<file path="src/rtl/vec_pkg.sv">
// vec_pkg: shared types and helpers for the vector scaling stages.
//   elem_t      : one vector element (IWIDTH_DEF bits)
//   sat_res_t   : {value, flag} result of a saturating shift
//   sat_shl1()  : left shift by one with saturation; lsb fills bit 0
package vec_pkg;

  localparam int IWIDTH_DEF  = 10;
  localparam int NINPUTS_DEF = 8;
  localparam int CNTW_DEF    = 16;

  typedef logic [IWIDTH_DEF-1:0] elem_t;

  typedef struct packed {
    elem_t value;
    logic  flag;
  } sat_res_t;

  // The shift overflows exactly when the element MSB is set, so that bit
  // alone selects the clamp.
  function automatic sat_res_t sat_shl1(input elem_t elem, input logic lsb);
    sat_res_t res;
    if (elem[IWIDTH_DEF-1]) begin
      res.value = {IWIDTH_DEF{1'b1}};
      res.flag  = 1'b1;
    end else begin
      res.value = {elem[IWIDTH_DEF-2:0], lsb};
      res.flag  = 1'b0;
    end
    return res;
  endfunction

endpackage

</file>
<file path="src/rtl/vec_skid_buf.sv">
// vec_skid_buf: 2-entry valid/ready buffer (main output register + skid).
//   clk, rst_n            : clock, async active-low reset
//   in_payload/in_valid   : upstream data and valid
//   in_ready              : registered, high while the skid entry is empty
//   out_payload/out_valid : main entry contents and valid
//   out_ready             : downstream accept
module vec_skid_buf #(
  parameter int W = 88
) (
  input  logic         clk,
  input  logic         rst_n,
  input  logic [W-1:0] in_payload,
  input  logic         in_valid,
  output logic         in_ready,
  output logic [W-1:0] out_payload,
  output logic         out_valid,
  input  logic         out_ready
);

  logic [W-1:0] main_r, main_nx_s;
  logic [W-1:0] skid_r, skid_nx_s;
  logic         main_valid_r, main_valid_nx_s;
  logic         skid_valid_r, skid_valid_nx_s;
  logic         in_ready_r;
  logic         in_xfer_s, out_xfer_s;

  assign in_xfer_s  = in_valid & in_ready_r;
  assign out_xfer_s = main_valid_r & out_ready;

  // Next-state for both entries; skid only fills when main is stuck.
  always_comb begin
    main_nx_s       = main_r;
    main_valid_nx_s = main_valid_r;
    skid_nx_s       = skid_r;
    skid_valid_nx_s = skid_valid_r;
    if (skid_valid_r) begin
      // in_ready is low here, so only a drain can happen.
      if (out_xfer_s) begin
        main_nx_s       = skid_r;
        skid_valid_nx_s = 1'b0;
      end else begin
        skid_valid_nx_s = 1'b1;
      end
    end else if (in_xfer_s) begin
      if (!main_valid_r || out_xfer_s) begin
        main_nx_s       = in_payload;
        main_valid_nx_s = 1'b1;
      end else begin
        skid_nx_s       = in_payload;
        skid_valid_nx_s = 1'b1;
      end
    end else if (out_xfer_s) begin
      main_valid_nx_s = 1'b0;
    end else begin
      main_valid_nx_s = main_valid_r;
    end
  end

  // Storage registers; in_ready stays low through reset and rises on the
  // first edge after release.
  always_ff @(posedge clk or negedge rst_n) begin
    if (!rst_n) begin
      main_r       <= {W{1'b0}};
      skid_r       <= {W{1'b0}};
      main_valid_r <= 1'b0;
      skid_valid_r <= 1'b0;
      in_ready_r   <= 1'b0;
    end else begin
      main_r       <= main_nx_s;
      skid_r       <= skid_nx_s;
      main_valid_r <= main_valid_nx_s;
      skid_valid_r <= skid_valid_nx_s;
      in_ready_r   <= ~skid_valid_nx_s;
    end
  end

  assign in_ready    = in_ready_r;
  assign out_valid   = main_valid_r;
  assign out_payload = main_r;

endmodule

</file>
<file path="src/rtl/mul_by2_vec.sv">
// mul_by2_vec: per-element saturating multiply-by-2 of an unsigned vector,
// with a 2-entry valid/ready buffer and saturation statistics.
//   clk, rst_n           : clock, async active-low reset
//   in_data/in_lsb       : input elements and the bit shifted into bit 0
//   in_valid/in_ready    : input handshake (in_ready registered)
//   out_data/out_sat     : scaled elements and per-element clamp flags
//   out_valid/out_ready  : output handshake
//   sat_clr              : synchronous clear of sat_count / sat_any
//   sat_count/sat_any    : saturating count of clamped vectors, sticky flag
// IWIDTH must match the package element width used by sat_shl1.
module mul_by2_vec
  import vec_pkg::*;
#(
  parameter int IWIDTH  = IWIDTH_DEF,
  parameter int NINPUTS = NINPUTS_DEF,
  parameter int CNTW    = CNTW_DEF
) (
  input  logic              clk,
  input  logic              rst_n,
  input  logic [IWIDTH-1:0] in_data [NINPUTS],
  input  logic [NINPUTS-1:0] in_lsb,
  input  logic              in_valid,
  output logic              in_ready,
  output logic [IWIDTH-1:0] out_data [NINPUTS],
  output logic [NINPUTS-1:0] out_sat,
  output logic              out_valid,
  input  logic              out_ready,
  input  logic              sat_clr,
  output logic [CNTW-1:0]   sat_count,
  output logic              sat_any
);

  localparam int EW = IWIDTH + 1;
  localparam int PW = NINPUTS * EW;

  logic [PW-1:0]   in_payload_s;
  logic [PW-1:0]   out_payload_s;
  logic            any_sat_s;
  logic            in_xfer_s;
  sat_res_t        res_s;
  logic [CNTW-1:0] sat_count_r;
  logic            sat_any_r;

  // Scale every element and pack {flag, value} per element for storage.
  always_comb begin
    in_payload_s = {PW{1'b0}};
    any_sat_s    = 1'b0;
    res_s        = '0;
    for (int i = 0; i < NINPUTS; i++) begin
      res_s = sat_shl1(in_data[i], in_lsb[i]);
      in_payload_s[i*EW +: EW] = {res_s.flag, res_s.value};
      any_sat_s = any_sat_s | res_s.flag;
    end
  end

  vec_skid_buf #(.W(PW)) u_skid (
    .clk         (clk),
    .rst_n       (rst_n),
    .in_payload  (in_payload_s),
    .in_valid    (in_valid),
    .in_ready    (in_ready),
    .out_payload (out_payload_s),
    .out_valid   (out_valid),
    .out_ready   (out_ready)
  );

  // Unpack the main entry back into elements and flags.
  always_comb begin
    out_sat = {NINPUTS{1'b0}};
    for (int i = 0; i < NINPUTS; i++) begin
      out_data[i] = out_payload_s[i*EW +: IWIDTH];
      out_sat[i]  = out_payload_s[i*EW + IWIDTH];
    end
  end

  assign in_xfer_s = in_valid & in_ready;

  // Statistics: clear wins over a same-cycle event; counter clamps at max.
  always_ff @(posedge clk or negedge rst_n) begin
    if (!rst_n) begin
      sat_count_r <= {CNTW{1'b0}};
      sat_any_r   <= 1'b0;
    end else if (sat_clr) begin
      sat_count_r <= {CNTW{1'b0}};
      sat_any_r   <= 1'b0;
    end else if (in_xfer_s && any_sat_s) begin
      sat_any_r <= 1'b1;
      if (sat_count_r != {CNTW{1'b1}}) begin
        sat_count_r <= sat_count_r + CNTW'(1);
      end else begin
        sat_count_r <= sat_count_r;
      end
    end else begin
      sat_count_r <= sat_count_r;
      sat_any_r   <= sat_any_r;
    end
  end

  assign sat_count = sat_count_r;
  assign sat_any   = sat_any_r;

endmodule

</file>
<file path="config.mk">
export PLATFORM = sky130hd
export DESIGN_NAME = mul_by2_vec
export DESIGN_NICKNAME = d
export VERILOG_FILES = /design/src/rtl/vec_pkg.sv /design/src/rtl/vec_skid_buf.sv /design/src/rtl/mul_by2_vec.sv
export SDC_FILE = /design/constraint.sdc
export NUM_CORES = 1
export LEC_CHECK = 0
export CAP_MARGIN = 25
export CORE_UTILIZATION = 44
export DETAILED_ROUTE_END_ITERATION = 10
export PLACE_DENSITY_LB_ADDON = 0.3
export SLEW_MARGIN = 20
export SYNTH_ARGS = -nofsm -noshare
export SYNTH_HDL_FRONTEND = slang
export SYNTH_SLANG_ARGS = --single-unit
</file>
<file path="constraint.sdc">
create_clock -name clk -period 1.85 [get_ports clk]
set_input_delay 0.185 -clock clk [delete_from_list [all_inputs] [get_ports clk]]
set_output_delay 0.185 -clock clk [all_outputs]
set_load 0.03 [all_outputs]
</file>
Word-level counts from Yosys, hierarchy flattened
Cells that the tools add are included.
{"block": "word_totals", "ff_bits": 196, "inputBits": 93, "out_inout_bits": 107, "elab_cells": 59}
{"block": "classes", "add_sub_neg": 1, "n_eq_ne": 3, "n_mux": 24, "bitwise": 12, "reduce_logical": 12}
{"operator": "$mux 88", "count": 4}
{"operator": "$mux 11", "count": 8}
{"operator": "$mux 16", "count": 3}
{"operator": "$add 16x1->16 const B", "count": 1}
{"operator": "$ne 16x16->1 const B", "count": 1}
{"operator": "$reduce_bool 2->1", "count": 5}
{"operator": "$mux 1", "count": 9}
{"operator": "$reduce_and 3->1", "count": 3}
{"operator": "$or 1x1->1", "count": 7}
{"operator": "$not 1->1", "count": 3}
{"operator": "$and 1x1->1", "count": 2}
{"operator": "$ne 2x1->1 const B", "count": 1}
{"operator": "$ne 2x2->1 const B", "count": 1}
{"operator": "$reduce_and 2->1", "count": 1}
{"operator": "$logic_and 1x1->1", "count": 1}
{"operator": "$logic_not 1->1", "count": 1}
{"operator": "$logic_or 1x1->1", "count": 1}

Longest topological paths before layout
Gate-level depths: netlist of run 1.
{"block": "logic_depth", "ltp_word": 11, "mapped_depth": 8, "depth_no_buf": 5}

Cells and area by module
A second synthesis of run 1 with hierarchy kept.
{"block": "hier_totals", "cells_unflattened": 680, "hier_area_um2": 9292.7}
{"mod": "vec_skid_buf", "n_inst": 1, "cells_each": 481, "area_each_um2": 7682.4, "seq_area_each_um2": 4479.3}
{"mod": "mul_by2_vec", "n_inst": 1, "cells_each": 199, "area_each_um2": 1610.3, "seq_area_each_um2": 425.4}

Worst setup path before layout of run 1
No wires, ideal clock.
{"block": "synth_timing", "path_kind": "reg-to-reg", "start": "register sat_count_r[0] (netlist: sat_count[0])", "end": "register sat_count_r[4] (netlist: sat_count[4])", "setup_time_ns": 0.136, "arrival_ns": 1.759, "t_required_ns": 1.714, "setup_slack_ns": -0.045, "path_stages_with_launch": 6, "period_less_slack_ns": 1.895, "path_cell_list": "dfrtp_1 > ha_1 > nand4_1 > nor4_2 > or4_1 > a21oi_1"}
{"block": "synth_between", "elab_chain_cells": 4}
{"item": "start, declared", "line": "mul_by2_vec.sv:41", "rtl": "logic [CNTW-1:0] sat_count_r;"}
{"item": "start signal, assigned", "line": "mul_by2_vec.sv:81", "rtl": "sat_count_r <= {CNTW{1'b0}};"}
{"item": "start signal, assigned", "line": "mul_by2_vec.sv:84", "rtl": "sat_count_r <= {CNTW{1'b0}};"}
{"item": "start signal, assigned", "line": "mul_by2_vec.sv:89", "rtl": "sat_count_r <= sat_count_r + CNTW'(1);"}
{"item": "$add 16x1->16", "line": "mul_by2_vec.sv:89"}
{"item": "$mux 16", "line": "mul_by2_vec.sv:88", "rtl": "if (sat_count_r != {CNTW{1'b1}}) begin"}
{"item": "$mux 16", "line": "mul_by2_vec.sv:86", "rtl": "end else if (in_xfer_s && any_sat_s) begin"}
{"item": "$mux 16", "line": "mul_by2_vec.sv:83", "rtl": "end else if (sat_clr) begin"}
Several ways; a longest one is shown, not always the timed one. The select of a mux whose other input is x is not followed.
A chain may end at the register's enable or synchronous reset.

Worst setup path in the final report of run 1
{"block": "layout_timing", "start": "register sat_count_r[12] (netlist: sat_count[12])", "end": "output port sat_count[12]"}
{"item": "end, declared", "line": "mul_by2_vec.sv:29", "rtl": "output logic [CNTW-1:0] sat_count,"}
No word-level cell between the ends.

==> results of run 1 <==
cells in the final DEF (no fill, tap or decap), drive strengths merged, types with 2 or more instances in the layout:
master | Yosys | layout
nor4 | 6 | 6
dlymetal6s2s | 0 | 2
bufinv | 0 | 2
dfrtp | 196 | 196
nand2 | 176 | 176
clkdlybuf4s50 | 0 | 196
mux2 | 13 | 13
nor3 | 3 | 3
and3 | 2 | 2
or3 | 2 | 2
o21ai | 174 | 174
inv | 3 | 9
nand3 | 5 | 5
or4 | 9 | 9
o31ai | 6 | 6
nor2b | 5 | 5
nand4 | 6 | 6
and2 | 3 | 3
mux2i | 8 | 8
nor2 | 170 | 170
and4 | 3 | 3
clkinv | 0 | 4
clkbuf | 48 | 20
buf | 19 | 53
a21oi | 92 | 92
area by class of cell:
cell class                      count  area, um2
Antenna cell                        1       2.50
Clock buffer                       19        453
Clock inverter                     13        165
Fill cell                        1590       7010
Inverter                            3       11.3
Multi-Input combinational cell    690       3330
Sequential cell                   196       4910
Tap cell                          260        325
Timing Repair Buffer              253       2620
logic make-up (layout without fill, tap and decap cells):
| family | after synthesis | in the layout | synth area share |
|---|---|---|---|
| AOI/OAI and AO/OA | 277 | 277 | 0.170 |
| adders and majority gates | 1 | 1 | 0.00147 |
| buffers and inverters | 70 | 288 | 0.0336 |
| DFF | 196 | 196 | 0.578 |
| muxes | 21 | 21 | 0.0267 |
| other | 0 | 1 | 0 |
| and+or+nand+nor | 391 | 391 | 0.191 |
power groups by stage:
stage                     Sequential [W]  Combinational, W  Clock, W
after global routing             0.00762            0.0101   0.00408
final                            0.00737           0.00920   0.00383
after global placement           0.00736           0.00907         0
after detailed placement         0.00744           0.00928         0
after floorplan                  0.00915           0.00360         0
after CTS                        0.00738           0.00931   0.00390
stage by stage:
step,hold slack (ns),instances
after floorplan,-0.111,956
after global placement,0.212,1401
after detailed placement,0.209,1401
after CTS,0.312,1434
after global routing,0.336,1435
final,0.297,1435
worst paths after layout:
path                                        start                      to  slack (ns)  cells after the start
min in group clk                      in_data[52]       u_skid.skid_r[25]        0.38                      3
min                                         rst_n  u_skid.out_payload[71]        0.30                      2
min reg2reg                u_skid.out_payload[70]  u_skid.out_payload[70]        0.48                      2
max                                 sat_count[12]           sat_count[12]        0.05                      2
max reg2reg                          sat_count[8]           sat_count[10]        0.10                      4
max in group asynchronous                   rst_n       u_skid.skid_r[76]        0.90                      3
sequential cells by signal, summed over array words and instances (netlist names):
| signal | flops |
|---|---|
| sat_count | 16 |
| u_skid.out_payload | 88 |
| u_skid.skid_valid_r | 1 |
| u_skid.skid_r | 88 |
| sat_any | 1 |
| u_skid.out_valid | 1 |
| u_skid.in_ready | 1 |
worst max-delay path: cells and delay by family (launching register included):
kind	cells	cell delay, ns
buf+inv	2	0.82
flops	1	0.37
what timing repair did:
item / in CTS / in global routing
endpoints found under the hold margin: 53 / 0
gates resized for setup: 0 / 3
setup endpoints to repair: 0 / 8
hold buffers: 1 / 0
per-layer routing:
layer / share of wire / wire, um
met5: 0 / 0
met4: 0.012 / 237
met3: 0.046 / 947
met2: 0.48 / 9870
met1: 0.46 / 9450
==> impl_metrics.json, run 1 <==
{
  "run_status": "completed",
  "synth.yosys.seq_area_share": 0.578,
  "clkLatencyLatePin_ns": 0.43,
  "finalSetupTns_ns": 0,
  "drc": 0,
  "max-cap-violations": 0,
  "final-setup-viol-count": 0,
  "path_class": "register to output pin",
  "drt_pre_antenna_iters": 6,
  "clkSinkCount": 196,
  "count_of_vias_placed_by_the_detailed_router": 7240,
  "initial_utilization": 0.451,
  "cp_data_required_time_ns": 1.66,
  "yosysUniqueCellTypes": 34,
  "boundaryPins": 200,
  "mappedNetlistArea_um2": 8480,
  "tritoncts": "yes",
  "ys_seq_elements": 196,
  "number_of_global_route_vias_before_repair": 6846,
  "critPathMaxStageDelay_ns": 0.67,
  "wl_per_cell_um": 14.3,
  "pwr-share-seq": 0.361,
  "dieHeight_um": 141,
  "clockRootBuffer": "clkbuf_16",
  "crit_fanout": 5,
  "fin_worst_skew_ns": 0.0136,
  "critical-path-slowest-cell": "clkdlybuf4s50_1",
  "worst_ep_arrival_ns": 1.61,
  "clockBufferDepth": 2,
  "final-max-slew-violation-count": 0,
  "detailedPlace.worstSlack_ns": -0.213,
  "synth.top_cells.by_count": "dfrtp_1, nand2_1, o21ai_0, nor2_1, a21oi_1",
  "layout.core_utilization": 0.628,
  "groute.layer.met1.usage": 0.288,
  "cellLeakagePower_nw": 5.25,
  "syn_avg_cell_area_um2": 8.87,
  "mean_number_of_vias_per_cell": 5.05,
  "final_min_period_over_clock_period": 0.973,
  "global_route_wire_length_before_repair_mm": 33.9,
  "finalHoldViolCount": 0,
  "synthDominantAreaCellType": "dfrtp_1",
  "htree_num_levels": 4,
  "grt-ovfl-total": 0,
  "area.growth.synth_to_final_pct": 39.3,
  "area_enclosed_by_the_die_boundary_um2": 19800,
  "finalInstanceArea_um2": 11800,
  "cts_buffers": 17,
  "clock_pin_slew_worst_setup_and_hold_paths_ns": 0.08,
  "post-synth-top-count-cell": "dfrtp_1",
  "post_place_instance_area_um2": 11200,
  "hpwl_mm": 14.3,
  "timing.max_slew.rel_slack": 0.508,
  "postRouteWirelength_mm": 20.5,
  "layout.nets": 1255,
  "groute.usage.overall": 0.214,
  "core_area_um2": 18800,
  "synthesis.instances": 956,
  "grt_max_degree": 97,
  "synthArstFlopShare": 1.00,
  "p_switching_w": 0.00816,
  "power.combinational.fraction": 0.451,
  "groute.layer.met2.usage": 0.351,
  "fp-row-count": 50,
  "postCtsSetupBuffers": 0,
  "io_buffer_count": 199,
  "power.ir.vdd_worst_uv": 1040,
  "ys_warnings": 0,
  "drive_above_1_share": 0.0920,
  "timing.hold.worst.class": "input port to async pin",
  "detail-route-antenna-nets": 0,
  "use_met3": 0.0421,
  "power.internal_w": 0.0122,
  "rsz0062_at_grt": "false",
  "cp_cell_sequence": "buf_4 > clkdlybuf4s50_1",
  "report.power.total_w": 0.0204,
  "gpl.final_weighted_congestion": 0.802,
  "synth.top_cell.area_share": 0.578,
  "critPathLaunchType": "register",
  "timing.fmax_ghz": 0.556,
  "finalWorstPathRequiredPeriod_ns": 1.80,
  "clock_share_of_power": 0.188,
  "power.density_cell_area_nw_per_um2": 1730,
  "finalWorstSetupSlack_ns": 0.0504,
  "worst-slew-pin-transition_ns": 0.738,
  "dieWidth_um": 141,
  "yosys-top-cells-area": "dfrtp_1, o21ai_0, nand2_1",
  "grt_antenna_before_repair": 1,
  "syn-num-nets": 1050,
  "endpoint_kind": "output pin",
  "drt_iter0_drc": 294,
  "power.share.switching": 0.400,
  "grt.busiest_layer": "met2",
  "synth_enable_flop_cells": 0,
  "dominantRegCellSynth": "dfrtp_1"
}
Note: power is estimated with default switching activity, not from simulation.
==> run 2: changes to the inputs <==
- CELL_PAD_IN_SITES_DETAIL_PLACEMENT: unset -> 1
- CELL_PAD_IN_SITES_GLOBAL_PLACEMENT: unset -> 1
- CORE_UTILIZATION: 44 -> 37
==> run 2 against run 1 <==
  * Global-route usage decreased by 0.39 points
  * Sequential power increased by 0.7%
  * Utilization decreased by 11 points
  * Highest routed layer unchanged
  * Largest cell class unchanged
  * Cell area decreased by 0.21%
  * Hold slack got worse by 0.0045 ns
  * Non-clock buffer count decreased by 2
  * Setup slack improved by 0.0027 ns
  * Clock power decreased by 5%
  * Critical endpoint is now sat_count[3]
  * Fmax increased by 0.15%
==> impl_metrics.json, run 2 (synthesis gave the netlist of run 1 again) <==
{
  "worst_ep_arrival_ns": 1.61,
  "finalHoldViolCount": 0,
  "ff_latch_area_um2": 4910,
  "power.ir.vdd_worst_uv": 759,
  "critPathLaunchType": "register",
  "run_status": "completed",
  "use_met3": 0.0425,
  "boundaryPins": 200,
  "htree_num_levels": 4,
  "clkLatencyLatePin_ns": 0.43,
  "finalSetupTns_ns": 0,
  "endpoint_kind": "output pin",
  "max-cap-violations": 0,
  "postCtsSetupBuffers": 0,
  "final_min_period_over_clock_period": 0.971,
  "drt_iter0_drc": 326,
  "gpl.final_weighted_congestion": 0.781,
  "wl_per_cell_um": 16.2,
  "drt_pre_antenna_iters": 4,
  "detail-route-antenna-nets": 0,
  "clockRootBuffer": "clkbuf_16",
  "grt_max_degree": 103,
  "final-setup-viol-count": 0,
  "cellLeakagePower_nw": 5.27,
  "drc": 0,
  "clockBufferDepth": 2,
  "area_enclosed_by_the_die_boundary_um2": 23500,
  "mean_number_of_vias_per_cell": 5.07,
  "grt.busiest_layer": "met2",
  "num-fill-cells": 2591,
  "multiInputGateArea_um2": 3340,
  "final-max-slew-violation-count": 0,
  "clkSinkCount": 196,
  "core_area_um2": 22600,
  "finalWorstPathRequiredPeriod_ns": 1.80,
  "fp-row-count": 55,
  "critical-path-slowest-cell": "clkdlybuf4s50_1",
  "dieWidth_um": 153,
  "critPathMaxStageDelay_ns": 0.67,
  "grt_antenna_before_repair": 0,
  "layout_common_cells": "dfrtp_1, clkdlybuf4s50_1, nand2_1",
  "cp_cell_sequence": "buf_4 > clkdlybuf4s50_1",
  "hpwl_mm": 16.6,
  "timing.hold.worst.class": "input port to async pin",
  "crit_fanout": 5,
  "global_route_wire_length_before_repair_mm": 39.4,
  "groute.usage.overall": 0.211,
  "area.growth.synth_to_final_pct": 39.0,
  "io_buffer_count": 199,
  "groute.layer.met1.usage": 0.277,
  "dieHeight_um": 153,
  "layout.cells.most_common": "dfrtp_1",
  "layout.nets": 1253,
  "clock_pin_slew_worst_setup_and_hold_paths_ns": 0.08,
  "number_of_global_route_vias_before_repair": 7564,
  "layout.core_utilization": 0.523,
  "count_of_vias_placed_by_the_detailed_router": 7383,
  "n_antenna_cell": 0,
  "timing.max_slew.rel_slack": 0.628,
  "worst-slew-pin-transition_ns": 0.558,
  "fin_worst_skew_ns": 0.0102,
  "timing.fmax_ghz": 0.557,
  "rsz0062_at_grt": "false",
  "groute.layer.met2.usage": 0.353,
  "cts_buffers": 17,
  "cp_data_required_time_ns": 1.66,
  "tritoncts": "yes",
  "initial_utilization": 0.376,
  "path_class": "register to output pin",
  "power.density_cell_area_nw_per_um2": 1720,
  "drive_above_1_share": 0.0904,
  "grt-ovfl-total": 0,
  "postRouteWirelength_mm": 23.5
}
==> run 2: cell types whose count changed in the layout (fill, tap and decap cells not counted), moves of 2 or more <==
cell             change
dlymetal6s2s_1       +3
clkbuf_8             -2
inv_8                +2
clkdlybuf4s50_1      -4
buf_4                -2
clkinvlp_4           +2
clkinv_2             +2
clkinv_4             -3
==> run 2: report_power, final <==
group	total [W]	leakage (nW)	internal [W]	switching [W]
registers	0.00742	2.43	0.00628	0.00114
clock network	0.00364	0.274	0.00190	0.00174
logic	0.00922	2.57	0.00375	0.00547
total	0.0203	5.27	0.0119	0.00836
==> run 2: final cells by class <==
type	instances	share of cell area
clock buffer	18	0.0364
clock inverter	14	0.0119
inverter	3	0.000955
multi-input combinational	690	0.283
sequential	196	0.416
tap	285	0.0302
timing repair buffer	251	0.222
==> run 2: metal layers <==
| metal | wire (um) | vias to the layer above |
|---|---|---|
| li1 | - | 3625 |
| met1 | 10800 | 3597 |
| met2 | 11500 | 142 |
| met3 | 975 | 19 |
| met4 | 272 | 0 |
| met5 | 0 | - |
==> run 2: worst paths after layout <==
check / from / endpoint / slack (ns) / depth (start not counted)
max in group asynchronous: rst_n / u_skid.out_valid / 0.87 / 3
max: sat_count[3] / sat_count[3] / 0.05 / 2
min in group clk: in_data[45] / u_skid.skid_r[39] / 0.39 / 3
min reg2reg: u_skid.out_payload[69] / u_skid.out_payload[69] / 0.48 / 2
min: rst_n / sat_count[9] / 0.29 / 2
max reg2reg: sat_count[13] / sat_count[8] / 0.12 / 5
==> run 2: what timing repair did <==
| action | 4_1_cts | 5_1_grt |
|---|---|---|
| resized for setup | 1 | 7 |
| hold buffers | 1 | 0 |
| pin swaps | 0 | 1 |
| hold endpoints to repair | 48 | 0 |
| endpoints found under the setup margin | 1 | 8 |
==> run 2: stage by stage <==
| stage | total power, W | area [um2] | hold slack (ns) | cells | worst slack [ns] |
|---|---|---|---|---|---|
| 3_5_place_dp | 0.0168 | 11200 | 0.188 | 1424 | -0.212 |
| 5_1_grt | 0.0217 | 11800 | 0.314 | 1457 | 0.00418 |
| 4_1_cts | 0.0206 | 11800 | 0.285 | 1457 | 0.00486 |
| 6_report | 0.0203 | 11800 | 0.293 | 1457 | 0.0532 |
| 3_3_place_gp | 0.0164 | 11200 | 0.186 | 1424 | -0.226 |
| 2_1_floorplan | 0.0127 | 8490 | -0.111 | 956 | 0.00719 |
==> run 2: critical path: cells and delay by family (launching register included) <==
| family | cells | cell delay (ns) |
|---|---|---|
| buf+inv | 2 | 0.82 |
| flops | 1 | 0.37 |
==> run 3: changes to the inputs <==
- CORE_MARGIN: unset -> 2
- SLEW_MARGIN: 20 -> unset
==> run 3 against run 2 <==
  * Critical path depth decreased by 1
  * Utilization is 0.27 points higher
  * Via count rose by 1.2%
  * Cell area rose by 0.51%
==> impl_metrics.json, run 3 (synthesis gave the netlist of run 1 again) <==
{
  "ff_latch_area_um2": 4910,
  "critical_path.reg2reg.endpoint": "sat_count[12]",
  "cp_cell_sequence": "clkdlybuf4s50_1",
  "num-fill-cells": 2614,
  "clockBufferDepth": 2,
  "drt_iter0_drc": 228,
  "critical-path-slowest-cell": "clkdlybuf4s50_1",
  "crit_fanout": 6,
  "multiInputGateArea_um2": 3350,
  "critPathMaxStageDelay_ns": 0.72,
  "dieWidth_um": 155,
  "layout_common_cells": "dfrtp_1, clkdlybuf4s50_1, nand2_1",
  "cp_top_family": "buffers and inverters",
  "max-cap-violations": 0,
  "wl_per_cell_um": 16.4,
  "cellLeakagePower_nw": 5.31,
  "tritoncts": "yes",
  "finalWorstSetupSlack_ns": 0.0655,
  "grt_antenna_before_repair": 1,
  "gpl.final_weighted_congestion": 0.730,
  "final-max-slew-violation-count": 0,
  "clockRootBuffer": "clkbuf_16",
  "rsz0062_at_grt": "true",
  "timing.hold.worst.class": "input port to async pin",
  "postRouteWirelength_mm": 24.0,
  "path_class": "register to output pin",
  "final_min_period_over_clock_period": 0.965,
  "rr_worst_depth": 6,
  "boundaryPins": 200,
  "hpwl_mm": 17.2,
  "grt-ovfl-total": 0,
  "worst_ep_arrival_ns": 1.60,
  "regToRegStartpoint": "sat_count[0]",
  "layout.nets": 1258,
  "power.ir.vdd_worst_uv": 743,
  "grt_max_degree": 105,
  "worst_hold_slack_ns": 0.250,
  "timing.fmax_ghz": 0.560,
  "cts_buffers": 17,
  "drive_above_1_share": 0.0926,
  "count_of_vias_placed_by_the_detailed_router": 7468,
  "clock_pin_slew_worst_setup_and_hold_paths_ns": 0.08,
  "area_enclosed_by_the_die_boundary_um2": 24200,
  "layout.cells.most_common": "dfrtp_1",
  "detailedPlace.worstSlack_ns": -0.190,
  "mean_number_of_vias_per_cell": 5.11,
  "timing.max_slew.rel_slack": 0.677,
  "detail-route-antenna-nets": 0,
  "n_antenna_cell": 0,
  "fin_worst_skew_ns": 0.0124,
  "number_of_global_route_vias_before_repair": 8022,
  "critPathLaunchType": "register",
  "global_route_wire_length_before_repair_mm": 40.5,
  "dieHeight_um": 155,
  "drc": 0,
  "finalHoldViolCount": 0,
  "power.density_cell_area_nw_per_um2": 1720,
  "cp_data_required_time_ns": 1.66,
  "r2r_slack_ns": 0.08,
  "core_area_um2": 22600,
  "io_buffer_count": 199,
  "htree_num_levels": 4,
  "clkSinkCount": 196,
  "timing.critical_path.buf_inv": 1,
  "area.growth.synth_to_final_pct": 39.7,
  "finalWorstPathRequiredPeriod_ns": 1.78,
  "drt_pre_antenna_iters": 4,
  "initial_utilization": 0.376,
  "worst-slew-pin-transition_ns": 0.484,
  "endpoint_kind": "output pin",
  "clkLatencyLatePin_ns": 0.44,
  "fp-row-count": 55,
  "groute.usage.overall": 0.209,
  "final-setup-viol-count": 0,
  "run_status": "completed"
}
run 3: changes by cell type in the layout (fill, tap and decap cells not counted), moves of 2 or more:
cell and delta:
buf_4 +4, dlymetal6s2s_1 -3, clkinv_2 -2, clkinv_8 +2
clkinvlp_4 -2, dlygate4sd2_1 +2, nor4_2 -2, nor4_4 +2
run 3: stage by stage:
stage	area, um2	power, W	utilization	instances	TNS (ns)
detailed placement	11200	0.0169	0.498	1429	-2.69
floorplan	8490	0.0127	-	956	0
CTS	11800	0.0206	0.524	1462	0
global placement	11200	0.0165	0.498	1429	-2.26
finish	11900	0.0204	0.525	1462	0
global route	11900	0.0219	0.525	1462	-0.0404
run 3: routing by layer:
layer  global-route usage  part of all wire  vias up
met5                    0                 0        -
met4               0.0804             0.028        0
met3               0.0451             0.045       41
met2                0.344              0.48      157
met1                0.271              0.45     3638
li1                     -                 -     3632
run 3: power by group:
part           switching [W]  leakage (nW)  internal (W)
clock                0.00183         0.281       0.00184
combinational        0.00555          2.60       0.00376
sequential           0.00110          2.43       0.00627
total                0.00848          5.31        0.0119
run 3: area by class of cell:
cell class                 instances  share of cell area
sequential                       196               0.414
clock inverter                    13              0.0114
clock buffer                      19              0.0374
inverter                           3            0.000950
multi-input combinational        690               0.282
tap                              285              0.0301
timing repair buffer             256               0.224
run 3: worst max-delay path by stage:
| stage | start | end | slack (ns) | cells after the start |
|---|---|---|---|---|
| after global placement | in_data[49] | sat_count[10] | -0.16 | 5 |
| final | sat_count[8] | sat_count[8] | 0.07 | 1 |
| after global routing | sat_count[7] | sat_count[2] | -0.04 | 5 |
| after floorplan | sat_count[11] | sat_count[13] | 0.007 | 4 |
| after detailed placement | in_data[49] | sat_count[0] | -0.19 | 6 |
| after CTS | sat_count[6] | sat_count[6] | 0.02 | 2 |
run 3: what timing repair did:
item,CTS,global route
hold buffers,1,0
resized for setup,3,4
setup buffers,0,0
hold endpoints to repair,37,0
endpoints found under the setup margin,3,6
